===== src/rtl/conv_mac_sched_pkg.sv =====
// conv_pkg: state encoding, default geometry and output-count helper shared by
// the convolution MAC sequencer and its window counter.
package conv_pkg;

   typedef enum logic [2:0] {
      IDLE,
      INIT,
      ACC,
      DRAIN,
      OUT,
      DONE
   } state_e;

   localparam int DEF_INW  = 16;
   localparam int DEF_OUTW = 64;
   localparam int DEF_R    = 8;
   localparam int DEF_C    = 8;
   localparam int DEF_K    = 3;

   function automatic int num_outputs(input int r, input int c, input int k);
      return (r - k + 1) * (c - k + 1);
   endfunction

endpackage


===== src/rtl/conv_mac_sched_win_cnt.sv =====
// conv_win_cnt: nested kernel-tap counter (kr/kc) and output-position counter
// (orow/ocol) with last-tap/last-position flags and SRAM address generation.
module conv_win_cnt
   import conv_pkg::*;
#(
   parameter int R   = DEF_R,
   parameter int C   = DEF_C,
   parameter int K   = DEF_K,
   parameter int XAW = 6,
   parameter int WAW = 4,
   parameter int KW  = 2,
   parameter int ORW = 3,
   parameter int OCW = 3
) (
   input  logic           clk_i,
   input  logic           rst_i,
   input  logic           pos_clr_i,
   input  logic           pos_adv_i,
   input  logic           tap_clr_i,
   input  logic           tap_adv_i,
   output logic           last_tap_o,
   output logic           last_pos_o,
   output logic [ORW-1:0] orow_o,
   output logic [OCW-1:0] ocol_o,
   output logic [XAW-1:0] x_addr_o,
   output logic [WAW-1:0] w_addr_o
);

   localparam logic [KW-1:0]  KLAST = KW'(K - 1);
   localparam logic [ORW-1:0] RLAST = ORW'(R - K);
   localparam logic [OCW-1:0] CLAST = OCW'(C - K);
   localparam int unsigned    CU    = C;
   localparam int unsigned    KU    = K;

   logic [KW-1:0]  kr_q, kc_q;
   logic [ORW-1:0] orow_q;
   logic [OCW-1:0] ocol_q;

   always_ff @(posedge clk_i or posedge rst_i) begin
      if (rst_i) begin
         kr_q <= '0;
         kc_q <= '0;
      end else if (tap_clr_i) begin
         kr_q <= '0;
         kc_q <= '0;
      end else if (tap_adv_i) begin
         if (kc_q == KLAST) begin
            kc_q <= '0;
            kr_q <= (kr_q == KLAST) ? '0 : kr_q + KW'(1);
         end else begin
            kc_q <= kc_q + KW'(1);
         end
      end
   end

   always_ff @(posedge clk_i or posedge rst_i) begin
      if (rst_i) begin
         orow_q <= '0;
         ocol_q <= '0;
      end else if (pos_clr_i) begin
         orow_q <= '0;
         ocol_q <= '0;
      end else if (pos_adv_i) begin
         if (ocol_q == CLAST) begin
            ocol_q <= '0;
            orow_q <= (orow_q == RLAST) ? '0 : orow_q + ORW'(1);
         end else begin
            ocol_q <= ocol_q + OCW'(1);
         end
      end
   end

   always_comb begin
      last_tap_o = (kr_q == KLAST) && (kc_q == KLAST);
      last_pos_o = (orow_q == RLAST) && (ocol_q == CLAST);
      orow_o     = orow_q;
      ocol_o     = ocol_q;
      x_addr_o   = XAW'((32'(orow_q) + 32'(kr_q)) * CU + 32'(ocol_q) + 32'(kc_q));
      w_addr_o   = WAW'(32'(kr_q) * KU + 32'(kc_q));
   end

endmodule


===== src/rtl/conv_mac_sched.sv =====
// conv_mac_sched: sequences one signed MAC over a valid-mode K x K convolution
// of an R x C image. Optional ReLU on the result via `CONV_SCHED_RELU_EN.
module conv_mac_sched
   import conv_pkg::*;
#(
   parameter int INW  = DEF_INW,
   parameter int OUTW = DEF_OUTW,
   parameter int R    = DEF_R,
   parameter int C    = DEF_C,
   parameter int K    = DEF_K,
   parameter int XAW  = ($clog2(R * C) > 0) ? $clog2(R * C) : 1,
   parameter int WAW  = ($clog2(K * K) > 0) ? $clog2(K * K) : 1,
   localparam int ORW = ($clog2(R - K + 1) > 0) ? $clog2(R - K + 1) : 1,
   localparam int OCW = ($clog2(C - K + 1) > 0) ? $clog2(C - K + 1) : 1
) (
   input  logic            clk,
   input  logic            reset,
   input  logic            start,
   input  logic [OUTW-1:0] bias,
   output logic            busy,
   output logic            done,
   output logic [XAW-1:0]  x_addr,
   output logic [WAW-1:0]  w_addr,
   output logic            rd_en,
   output logic            mac_init_acc,
   output logic [OUTW-1:0] mac_init_value,
   output logic            mac_input_valid,
   input  logic [OUTW-1:0] mac_out,
   output logic            out_valid,
   input  logic            out_ready,
   output logic [OUTW-1:0] out_data,
   output logic [ORW-1:0]  out_row,
   output logic [OCW-1:0]  out_col
);

   localparam int KW = (K > 1) ? $clog2(K) : 1;

   if (OUTW < 2 * INW) begin : g_width_chk
      $error("conv_mac_sched: OUTW must hold a full INW x INW product");
   end

   state_e          state_q;
   logic [OUTW-1:0] bias_q;
   logic            busy_q, done_q, rd_en_q, init_acc_q, in_valid_q, out_valid_q;
   logic            last_tap, last_pos;
   logic            pos_clr, pos_adv, tap_clr, tap_adv;
   logic [OUTW-1:0] result_d;

   assign pos_clr = (state_q == IDLE) && start;
   assign pos_adv = (state_q == OUT) && out_ready;
   assign tap_clr = (state_q == INIT);
   assign tap_adv = (state_q == ACC);

   conv_win_cnt #(
      .R  (R),
      .C  (C),
      .K  (K),
      .XAW(XAW),
      .WAW(WAW),
      .KW (KW),
      .ORW(ORW),
      .OCW(OCW)
   ) u_win_cnt (
      .clk_i     (clk),
      .rst_i     (reset),
      .pos_clr_i (pos_clr),
      .pos_adv_i (pos_adv),
      .tap_clr_i (tap_clr),
      .tap_adv_i (tap_adv),
      .last_tap_o(last_tap),
      .last_pos_o(last_pos),
      .orow_o    (out_row),
      .ocol_o    (out_col),
      .x_addr_o  (x_addr),
      .w_addr_o  (w_addr)
   );

   // Outputs are registered alongside the state: each branch sets what the
   // next state drives, so mac_input_valid trails rd_en by exactly one cycle.
   always_ff @(posedge clk or posedge reset) begin
      if (reset) begin
         state_q     <= IDLE;
         bias_q      <= '0;
         busy_q      <= 1'b0;
         done_q      <= 1'b0;
         rd_en_q     <= 1'b0;
         init_acc_q  <= 1'b0;
         in_valid_q  <= 1'b0;
         out_valid_q <= 1'b0;
      end else begin
         done_q     <= 1'b0;
         init_acc_q <= 1'b0;
         in_valid_q <= rd_en_q;
         case (state_q)
            IDLE: begin
               if (start) begin
                  bias_q     <= bias;
                  busy_q     <= 1'b1;
                  init_acc_q <= 1'b1;
                  state_q    <= INIT;
               end
            end
            INIT: begin
               rd_en_q <= 1'b1;
               state_q <= ACC;
            end
            ACC: begin
               if (last_tap) begin
                  rd_en_q <= 1'b0;
                  state_q <= DRAIN;
               end
            end
            DRAIN: begin
               out_valid_q <= 1'b1;
               state_q     <= OUT;
            end
            OUT: begin
               if (out_ready) begin
                  out_valid_q <= 1'b0;
                  if (last_pos) begin
                     done_q  <= 1'b1;
                     state_q <= DONE;
                  end else begin
                     init_acc_q <= 1'b1;
                     state_q    <= INIT;
                  end
               end
            end
            DONE: begin
               busy_q  <= 1'b0;
               state_q <= IDLE;
            end
            default: state_q <= IDLE;
         endcase
      end
   end

   always_comb begin
      result_d = mac_out;
`ifdef CONV_SCHED_RELU_EN
      if (mac_out[OUTW-1]) result_d = '0;
`endif
      out_data = out_valid_q ? result_d : '0;
   end

   assign busy            = busy_q;
   assign done            = done_q;
   assign rd_en           = rd_en_q;
   assign mac_init_acc    = init_acc_q;
   assign mac_init_value  = bias_q;
   assign mac_input_valid = in_valid_q;
   assign out_valid       = out_valid_q;

endmodule


===== config.mk =====
export PLATFORM = sky130hd
export DESIGN_NAME = conv_mac_sched
export DESIGN_NICKNAME = d
export VERILOG_FILES = /design/src/rtl/conv_mac_sched_pkg.sv /design/src/rtl/conv_mac_sched_win_cnt.sv /design/src/rtl/conv_mac_sched.sv
export SDC_FILE = /design/constraint.sdc
export NUM_CORES = 1
export LEC_CHECK = 0
export CAP_MARGIN = 5
export CELL_PAD_IN_SITES_DETAIL_PLACEMENT = 1
export CELL_PAD_IN_SITES_GLOBAL_PLACEMENT = 2
export CORE_MARGIN = 4
export CORE_UTILIZATION = 18
export DETAILED_ROUTE_END_ITERATION = 12
export PLACE_DENSITY = 0.81
export SLEW_MARGIN = 20
export SYNTH_ARGS = -nofsm -noshare
export SYNTH_HDL_FRONTEND = slang
export SYNTH_SLANG_ARGS = --single-unit

===== constraint.sdc =====
create_clock -name clk -period 3.13 [get_ports clk]
set_input_delay 0.7825 -clock clk [delete_from_list [all_inputs] [get_ports clk]]
set_output_delay 0.7825 -clock clk [all_outputs]
set_load 0.03 [all_outputs]

======== Word level (Yosys, flattened, before mapping) ========
Cells that the tools add are included.
storage, ports and cells
  register bits after elaboration ......... 83
  latch bits .............................. 0
  memory bits (writable) .................. 0
  bits in read-only memories .............. 0
  input port bits ......................... 132
  output and inout port bits .............. 150
  word-level logic and storage cells ...... 84
  memories ................................ 0
operators by class
  add/subtract/negate cells ............... 8
  multiply operators ...................... 1
  divide/modulo/power cells ............... 0
  order comparisons ....................... 0
  equal/unequal tests ..................... 12
  shift operators ......................... 0
  multiplexer cells ....................... 33
  bitwise gates (word level) .............. 0
  reductions and logical operators ........ 18
operator list
  cell                                                                    number
  64-bit two-way mux                                                      1
  3-bit two-way mux                                                       11
  3-bit case mux with 5 select lines                                      1
  2-bit two-way mux                                                       7
  3-bit equality test (second input constant)                             4
  2-bit AND reduction                                                     6
  2-bit nonzero test                                                      6
  1-bit two-way mux                                                       9
  1-bit case mux with 2 select lines                                      4
  3-bit by 1-bit adder with 3-bit output (second input constant)          2
  6-bit by 2-bit adder with 6-bit output                                  1
  6-bit by 3-bit adder with 6-bit output                                  1
  3-bit by 2-bit equality test with 1-bit output (second input constant)  2
  2-bit inequality test (second input constant)                           3
  2-bit by 1-bit adder with 2-bit output (second input constant)          2
  4-bit by 2-bit adder with 4-bit output                                  1
  2-bit equality test (second input constant)                             2
  1-bit logical AND                                                       4
  2-bit by 2-bit multiplier with 4-bit output (second input constant)     1
  3-bit by 2-bit adder with 3-bit output                                  1
  3-bit by 1-bit equality test with 1-bit output (second input constant)  1
  3-bit zero test                                                         1
  3-bit AND reduction                                                     1

======== Logic depth before layout (Yosys ltp) ========
Gate-level depths: netlist of run 1.
  word-level depth ........................ 5
  mapped depth ............................ 6
  gate-level depth less buffers ........... 5

======== By module ========
From an unflattened synthesis of run 1, not the netlist that was laid out.
second synthesis, totals
  cells, all modules ...................... 327
  area, all modules ....................... 3996.3 um^2
modules (own cells, without submodules)
  module          instances  cells each  area each (um^2)  sequential area each (um^2)
  conv_mac_sched  1          247         3230.6            1826.8
  conv_win_cnt    1          80          765.7             250.2

======== Worst setup path after synthesis of run 1 ========
No wires, ideal clock.
  path type ............................... reg2out
  from .................................... register u_win_cnt.orow_q[0] (netlist: u_win_cnt.orow_o[0])
  to ...................................... output x_addr[5]
  arrival time ............................ 1.903 ns
  required time ........................... 2.348 ns
  slack ................................... 0.445 ns
  cell stages (with the launch flop) ...... 6
  buffers on the path ..................... 0
  path through ............................ dfrtp_1 ha_1 inv_1 fa_1 nor3_1 xnor2_1
between the ends
  longest elaborated chain between the ends .. 3
ends and longest elaborated chain
  item                                    line                          RTL
  from (decl)                             conv_mac_sched_win_cnt.sv:36  logic [ORW-1:0] orow_q;
  from (signal assigned)                  conv_mac_sched_win_cnt.sv:66  orow_q <= (orow_q == RLAST) ? '0 : orow_q + ORW'(1);
  3-bit by 2-bit adder with 3-bit output  conv_mac_sched_win_cnt.sv:78  x_addr_o = XAW'((32'(orow_q) + 32'(kr_q)) * CU + 32'(ocol_q) + 32'(kc_q));
  6-bit by 3-bit adder with 6-bit output  conv_mac_sched_win_cnt.sv:78
  6-bit by 2-bit adder with 6-bit output  conv_mac_sched_win_cnt.sv:78
  to (decl)                               conv_mac_sched.sv:22          output logic [XAW-1:0] x_addr,
No other way between the ends.

======== Worst setup path in the final report of run 1 ========
  from .................................... register u_win_cnt.kr_q[0]
  to ...................................... output w_addr[3]
between the ends
  longest elaborated chain between the ends .. 2
ends and longest elaborated chain
  item                                         line                          RTL
  from (decl)                                  conv_mac_sched_win_cnt.sv:35  logic [KW-1:0] kr_q, kc_q;
  from (signal assigned)                       conv_mac_sched_win_cnt.sv:49  kr_q <= (kr_q == KLAST) ? '0 : kr_q + KW'(1);
  2-bit by 2-bit multiplier with 4-bit output  conv_mac_sched_win_cnt.sv:79  w_addr_o = WAW'(32'(kr_q) * KU + 32'(kc_q));
  4-bit by 2-bit adder with 4-bit output       conv_mac_sched_win_cnt.sv:79
  to (decl)                                    conv_mac_sched.sv:23          output logic [WAW-1:0] w_addr,
No other way between the ends.

==> results.cfg, run 1 <==
[pwr]
seqPwrFrac_pct = 26.1
powerDensity_nw_per_um2 = 903
p_leak_nw = 3.49
clkPwrFrac_pct = 16.8
p_sw_mw = 3.07
p_int_mw = 3.89
combPwrFrac_pct = 57.1
switching_share_pct = 44.1
vdd_ir_drop_max_uv = 338

[drt]
vias = 4134
routed_via_density = 4.04
post-route-drc-count = 0
wl_um = 17000
ant_nets = 0
drt_iter0_markers = 186
wl_per_cell_um = 16.7
drt_pass1_iterations = 4

[floorplanning]
start_util_pct = 18.3
dieArea_um2 = 24700
die_w_um = 157
num_rows = 54
die_h_um = 157
ioPinCount = 282
core-area_um2 = 21900

[synth]
syn_area_per_cell_um2 = 8.67
ys_seq_area_share_pct = 51.8
yosysWarnings = 0
syn_area_um2 = 4010
synth_nets = 606
synth_cell_type_count = 34
synth_cells = 462
synth-seq-cells = 83

[sta]
skew_ns = 0.0127
finalCriticalPeriod_ns = 3.05
relSlewSlack_pct = 47.7
setup_tns_ns = 0
worst_slew_pin_slew_ns = 0.784
fmax_ghz = 0.328
rsz0062_at_grt = false
hold_viol = 0
min_period_over_period_pct = 97.5
maxSlewViolCount = 0
setup_viol = 0

[place]
gp_congestion = 0.756
port-buffer-count = 281
hpwl_um = 13100

[cts]
cts_hold_buf = 0
postCtsResizedCells = 4
cts-root-buf = clkbuf_16
cts_tree = yes
clock-sinks = 83
cts_buffers = 9
insertion_delay_ns = 0.34
clk_pin_slew_ns = 0.06
clk_path_buf_depth = 2
htree_levels = 3
post_cts_buffers = 0

[finish]
area_delta_synth_final_pct = 92.4
utilization_pct = 35.2
antenna_cells = 0
drive_gt1_share_pct = 8.48
fin_nets = 882

[setup_path]
endpoint_kind = output port
crit_slowest_cell = fa_1
startpoint_type = flip-flop
critPathMaxStageDelay_ns = 0.45
path_cells = buf_4, fa_1, ha_1, fa_1, dlygate4sd2_1
critPathKind = flip-flop to output port
crit_arrival_ns = 2.27
path_common_cell = fa_1
cp.required_ns = 2.35
critical_path.max_fanout = 5

[global_routing]
antenna_found_initial = 0
first_global_vias = 4244
grtUsageTotal_pct = 13.3
grt_overflow_total = 0
grt_max_degree = 71
grt_pass1_wl_um = 25400

[run]
max_cap_viol_count = 0

[worst_hold_path]
hp-class = flip-flop to flip-flop

[outcome]
status = completed
==> cells in the mapped netlist <==
cell       instances  area, µm²
xnor2_1            1       8.76
nor4_1             1       6.26
and2_1            64        400
nor3_1             2       10.0
nor4bb_1           1       10.0
o211ai_1           3       22.5
nand2b_1           2       12.5
nor2b_1            4       25.0
clkbuf_1          12       45.0
or3b_2             2       17.5
nor2_1             3       11.3
buf_6              1       11.3
inv_1              9       33.8
o21ai_0           12       60.1
fa_1               4       80.1
nand3_1            4       20.0
a32oi_1            1       8.76
xor2_1             4       35.0
a21o_1             1       7.51
buf_2             14       70.1
dfrtp_1           83       2080
nand4bb_1          1       11.3
o31ai_1            1       7.51
a32o_1             1       10.0
nor4b_2            1       15.0
ha_1               8        100
or2_2              1       6.26
nor3b_1            2       15.0
nand4b_1           1       8.76
or4_1              4       30.0
nor4b_1            1       8.76
a21oi_1           12       60.1
nand2_1          200        751
or4b_1             1       10.0
==> area by class of cell <==
cell class / instances / area, µm²
inverter: 9 / 35.0
multi-input combinational: 343 / 1780
clock buffer: 10 / 239
clock inverter: 6 / 86.3
fill: 2495 / 14200
timing repair buffer: 292 / 3140
sequential: 83 / 2080
tap: 280 / 350
==> worst max-delay path, delay by kind of cell (launching register included) <==
kind / cells / cell delay (ns)
fa+ha+maj: 3 / 1.02
flops: 1 / 0.39
buf+inv: 2 / 0.52
==> final timing paths <==
kind / startpoint / end / depth (start not counted) / slack [ns]
hold reg to reg: rd_en / mac_input_valid / 0 / 0.41
min in group asynchronous: reset / mac_init_value[24] / 2 / 0.89
setup / recovery: u_win_cnt.kr_q[0] / w_addr[3] / 5 / 0.08
max in group asynchronous: reset / mac_init_value[63] / 3 / 1.57
setup reg to reg: state_q[2] / u_win_cnt.orow_o[2] / 3 / 1.14
hold / removal: rd_en / mac_input_valid / 0 / 0.41
==> metal layers <==
| metal | wire [µm] | vias to the layer above | part of all wire (%) | global-route usage (%) |
|---|---|---|---|---|
| li1 | - | 1995 | - | - |
| met1 | 6360 | 1955 | 37 | 14.7 |
| met2 | 8620 | 176 | 51 | 24.0 |
| met3 | 1940 | 8 | 11 | 5.86 |
| met4 | 104 | 0 | 0.61 | 2.58 |
| met5 | 0 | - | 0 | 0 |
==> per-stage QoR <==
step           power (mW)  cells  instance area, µm²  hold slack, ns  setup slack [ns]
6_report             6.96   1023                7710           0.407            0.0770
5_1_grt              7.44   1023                7710           0.423           0.00506
2_1_floorplan        3.98    462                4010           0.578             0.211
4_1_cts              7.11   1023                7710           0.415           0.00372
3_5_place_dp         5.89   1007                7390           0.400             0.113
3_3_place_gp         5.84   1007                7390           0.390             0.144
==> logic make-up (layout without fill, tap and decap cells) <==
| logic type | after synthesis | in the layout | share of synthesized area [%] |
|---|---|---|---|
| adders and majority gates | 12 | 12 | 4.50 |
| buffers and inverters | 36 | 317 | 4.00 |
| and+or+nand+nor | 295 | 295 | 34.2 |
| xor gates and xnor gates | 5 | 5 | 1.09 |
| DFF | 83 | 83 | 51.8 |
| AOI/OAI and AO/OA | 31 | 31 | 4.40 |
==> registers in the layout, summed over array words and instances, names as in the netlist <==
signal            flops
mac_init_value       64
state_q               3
u_win_cnt.ocol_o      3
u_win_cnt.orow_o      3
u_win_cnt.kc_q        2
u_win_cnt.kr_q        2
busy                  1
done                  1
mac_init_acc          1
mac_input_valid       1
out_valid             1
rd_en                 1
==> power by group through the flow <==
stage | combinational (mW) | clock (mW) | sequential (mW)
global placement | 4.02 | 0 | 1.83
finish | 3.97 | 1.17 | 1.82
detailed placement | 4.05 | 0 | 1.84
CTS | 4.06 | 1.23 | 1.82
global route | 4.28 | 1.26 | 1.89
floorplan | 1.38 | 0 | 2.60
==> cells in the final DEF (no fill, tap or decap), types with 2 or more instances in the layout <==
master / instances
a21oi_1: 12
and2_1: 64
buf_12: 26
buf_4: 14
bufinv_16: 2
clkbuf_16: 9
clkdlybuf4s50_1: 246
clkinv_2: 3
dfrtp_1: 83
dlygate4sd2_1: 3
dlymetal6s2s_1: 2
fa_1: 4
ha_1: 8
inv_1: 8
nand2_1: 200
nand2b_1: 2
nand3_1: 4
nor2_1: 3
nor2b_1: 4
nor3_1: 2
nor3b_1: 2
o211ai_1: 3
o21ai_0: 12
or3b_2: 2
or4_1: 4
xor2_1: 4
Power figures use the tool's default switching activity.
==> run 2: changes to the inputs <==
CORE_UTILIZATION = 19   (was 18)
CTS_BUF_LIST = sky130_fd_sc_hd__clkbuf_4   (was default)
PLACE_DENSITY = 0.85   (was 0.81)
clock period = 3.4 ns   (was 3.13 ns; I/O delays follow)
==> results.cfg, run 2 (synthesis gave the netlist of run 1 again) <==
[finish]
fin_nets = 881
largest_reg_flops = 64
area_delta_synth_final_pct = 81.5
seq_area_um2 = 2080
antenna_cells = 0
drive_gt1_share_pct = 4.46
fin_cells = 1010
mostFrequentLayoutCells = 275 x clkdlybuf4s50_1, 200 x nand2_1, 82 x dfrtp_1, 64 x and2_1
multi_input_area_um2 = 1780
layout_commonest_cell = clkdlybuf4s50_1
n_fill_cell = 2402

[sta]
hold_viol = 0
skew_ns = 0.0219
maxSlewViolCount = 0
setup_viol = 0
finalCriticalPeriod_ns = 3.25
relSlewSlack_pct = 47.2
rsz0062_at_grt = false
min_period_over_period_pct = 95.6
setup_tns_ns = 0
worst_slew_pin_slew_ns = 0.792
fmax_ghz = 0.308

[cts]
clock-sinks = 83
cts_hold_buf = 0
cts_tree = yes
clk_path_buf_depth = 2
clk_pin_slew_ns = 0.15
htree_levels = 3
cts_buffers = 9
insertion_delay_ns = 0.45
cts-root-buf = clkbuf_4
post_cts_buffers = 0

[pwr]
power.total_mw = 5.75
vdd_ir_drop_max_uv = 334
combPwrFrac_pct = 60.8
p_sw_mw = 2.72
powerDensity_nw_per_um2 = 791
p_leak_nw = 3.26
switching_share_pct = 47.3
p_int_mw = 3.03
seqPwrFrac_pct = 29.1
clkPwrFrac_pct = 10.1

[floorplanning]
dieArea_um2 = 23500
core-area_um2 = 20500
die_h_um = 153
num_rows = 52
ioPinCount = 282
die_w_um = 153
start_util_pct = 19.5

[drt]
wl_um = 16300
wl_per_cell_um = 16.2
vias = 4161
ant_nets = 0
post-route-drc-count = 0
routed_via_density = 4.12
drt_iter0_markers = 122
drt_pass1_iterations = 4

[place]
dp_cells = 996
port-buffer-count = 281
hpwl_um = 12200
gp_congestion = 0.762

[global_routing]
antenna_found_initial = 0
grt_overflow_total = 0
grt_max_degree = 71
first_global_vias = 4236
grtUsageTotal_pct = 13.5
grt_pass1_wl_um = 25200

[setup_path]
path_common_cell = fa_1
path_cells = fa_1, ha_1, fa_1, clkdlybuf4s15_2
crit_arrival_ns = 2.40
cp.required_ns = 2.55
endpoint_kind = output port
crit_slowest_cell = dfrtp_2
critical_path.max_fanout = 6
cp.buffers_inverters = 1
critPathMaxStageDelay_ns = 0.49
critPathKind = flip-flop to output port
crit_family = adder cells
startpoint_type = flip-flop

[worst_hold_path]
hp-class = flip-flop to flip-flop

[outcome]
status = completed

[run]
max_cap_viol_count = 0
## run 2: cell count changes in the layout (fill, tap and decap cells not counted), sizes merged
cell / previous run / this run
bufinv: 2 / 1
dlygate4sd2: 3 / 2
clkinv: 3 / 4
buf: 40 / 10
clkdlybuf4s50: 246 / 275
clkdlybuf4s15: 0 / 2
clkinvlp: 1 / 0
clkbuf: 11 / 10
inv: 9 / 8
## run 2: routing by layer
metal	global-route usage [%]	part of all wire [%]
met5	0	0
met2	22.1	47
met3	5.77	9.3
met4	2.80	0.89
met1	16.8	43
## run 2: path summary, 6_finish.rpt
kind                                   startpoint             endpoint  slack, ns  depth (start not counted)
worst max register to register         state_q[2]  u_win_cnt.orow_o[2]       1.41                          3
max in group asynchronous                   reset  u_win_cnt.ocol_o[2]       1.87                          3
worst max-delay path            u_win_cnt.kr_q[0]            w_addr[2]       0.15                          4
worst min register to register              rd_en      mac_input_valid       0.43                          0
min in group asynchronous                   reset   mac_init_value[24]       0.83                          2
worst min-delay path                        rd_en      mac_input_valid       0.43                          0
## run 2: layout make-up
class,instances,share of cell area (%)
inverters,9,0.482
multi-input cells,343,24.5
flip-flops and latches,83,28.6
well taps,270,4.65
repair buffers,291,40.1
clock inverters,4,0.602
clock buffers,10,1.03
## run 2: power by group through the flow
stage / sequential (mW) / clock [mW] / combinational (mW)
CTS: 1.68 / 0.619 / 3.58
floorplan: 2.39 / 0 / 1.27
finish: 1.67 / 0.580 / 3.50
global placement: 1.68 / 0 / 3.55
global route: 1.74 / 0.664 / 3.76
detailed placement: 1.70 / 0 / 3.56
## run 2: metrics by stage
step                area, µm²  hold WS [ns]  util, %  worst slack, ns
global route             7270         0.453     35.5           0.0139
detailed placement       7140         0.405     34.8            0.228
global placement         7140         0.396     34.8            0.261
CTS                      7260         0.435     35.4          0.00823
finish                   7270         0.435     35.5            0.148
floorplan                4010         0.578        -            0.413
## run 2: timing repair
item	in CTS	in global routing
hold endpoints to repair	0	0
gates resized for setup	8	4
endpoints found under the setup margin	4	3
==> run 3: changes to the inputs <==
SETUP_SLACK_MARGIN = 0.1   (was default)
==> results.cfg, run 3 (synthesis gave the netlist of run 1 again) <==
[outcome]
status = completed

[global_routing]
grt_overflow_total = 0
grt_pass1_wl_um = 25200
antenna_found_initial = 0
first_global_vias = 4240
grt_max_degree = 71
grtUsageTotal_pct = 13.5

[sta]
skew_ns = 0.0221
hold_viol = 0
setup_viol = 0
min_period_over_period_pct = 93.4
fmax_ghz = 0.315
maxSlewViolCount = 0
fin_ws_ns = 0.224
rsz0062_at_grt = true
finalCriticalPeriod_ns = 3.18
setup_tns_ns = 0
relSlewSlack_pct = 47.2
worst_slew_pin_slew_ns = 0.792
whs_ns = 0.435

[setup_path]
critPathMaxStageDelay_ns = 0.48
startpoint_type = flip-flop
rrSetupSlack_ns = 1.41
path_common_cell = fa_1
path_cells = fa_1, ha_1, fa_1, dlygate4sd2_1
critical_path.max_fanout = 4
critPathKind = flip-flop to output port
rr_startpoint = state_q[2]
cp.buffers_inverters = 1
crit_arrival_ns = 2.33
crit_family = adder cells
cp.required_ns = 2.55
rr_worst_depth = 3
endpoint_kind = output port
crit_slowest_cell = dfrtp_2
r2r_end = u_win_cnt.orow_o[2]

[finish]
largest_reg_flops = 64
antenna_cells = 0
utilization_pct = 35.4
layout_commonest_cell = clkdlybuf4s50_1
fin_nets = 882
area_delta_synth_final_pct = 81.2
drive_gt1_share_pct = 4.59
fin_cells = 1011
mostFrequentLayoutCells = 273 x clkdlybuf4s50_1, 200 x nand2_1, 81 x dfrtp_1, 64 x and2_1

[pwr]
powerDensity_nw_per_um2 = 792
vdd_ir_drop_max_uv = 334
p_leak_nw = 3.27

[cts]
htree_levels = 3
cts-root-buf = clkbuf_4
cts_tree = yes
cts_buffers = 9
clk_path_buf_depth = 2
clock-sinks = 83
insertion_delay_ns = 0.45
clk_pin_slew_ns = 0.15

[drt]
wl_um = 16400
post-route-drc-count = 0
vias = 4168
routed_via_density = 4.12
wl_per_cell_um = 16.2
drt_pass1_iterations = 4
drt_iter0_markers = 136
ant_nets = 0

[place]
pre_cts_ws_ns = 0.228
port-buffer-count = 281
hpwl_um = 12200
gp_congestion = 0.762
dp_cells = 996

[floorplanning]
dieArea_um2 = 23500
start_util_pct = 19.5
ioPinCount = 282
die_w_um = 153
core-area_um2 = 20500
num_rows = 52
die_h_um = 153

[run]
max_cap_viol_count = 0

[worst_hold_path]
hp-class = flip-flop to flip-flop
hold_start = rd_en
hold_end = mac_input_valid
min_path_cells = 0
run 3: cell types whose count changed in the layout (fill, tap and decap cells not counted), sizes merged:
| cell | delta |
|---|---|
| buf | +2 |
| dlygate4sd2 | +1 |
| clkdlybuf4s15 | -1 |
| clkbuf | +1 |
| clkdlybuf4s50 | -2 |
run 3: what timing repair did:
action	4_1_cts	5_1_grt
setup buffers	1	0
setup endpoints to repair	7	6
resized for setup	9	8
hold buffers	0	0
run 3: worst reg2reg max path: cells and delay by family, from the launching register on:
kind            cells  cell delay (ns)
flops               1             0.69
simple gates        2             1.10
compound gates      1             0.15
run 3: area by class of cell:
| class | instances | area [µm²] |
|---|---|---|
| Clock buffer | 10 | 75.1 |
| Inverter | 9 | 35.0 |
| Multi-Input combinational cell | 343 | 1780 |
| Sequential cell | 83 | 2080 |
| Tap cell | 270 | 338 |
| Clock inverter | 4 | 43.8 |
| Fill cell | 2405 | 13200 |
| Timing Repair Buffer | 292 | 2910 |
run 3: worst max path at each step:
stage | start | end | slack (ns) | depth (start not counted)
floorplan | reset | busy | 0.41 | 1
global placement | u_win_cnt.kr_q[0] | w_addr[2] | 0.26 | 4
detailed placement | u_win_cnt.kr_q[0] | w_addr[2] | 0.23 | 4
CTS | u_win_cnt.kr_q[0] | x_addr[5] | 0.03 | 6
global route | u_win_cnt.orow_o[0] | x_addr[5] | 0.09 | 6
finish | u_win_cnt.kr_q[0] | w_addr[3] | 0.22 | 4
run 3: per-layer routing:
layer  global-route usage, %  up-vias  wire length (µm)
met5                       0        -                 0
met4                    2.80        0               145
met3                    5.77       11              1540
met2                    22.1      180              7700
met1                    16.8     1984              6980
li1                        -     1993                 -
run 3: report_power, final:
part           internal (mW)  switching, mW
combinational           1.41           2.08
clock                  0.221          0.360
sequential              1.39          0.279
total                   3.03           2.72
run 3: stage by stage:
| stage | total power, mW | cell area (µm²) |
|---|---|---|
| floorplan | 3.67 | 4010 |
| global placement | 5.23 | 7140 |
| detailed placement | 5.27 | 7140 |
| CTS | 5.88 | 7260 |
| global route | 6.16 | 7260 |
| finish | 5.75 | 7260 |
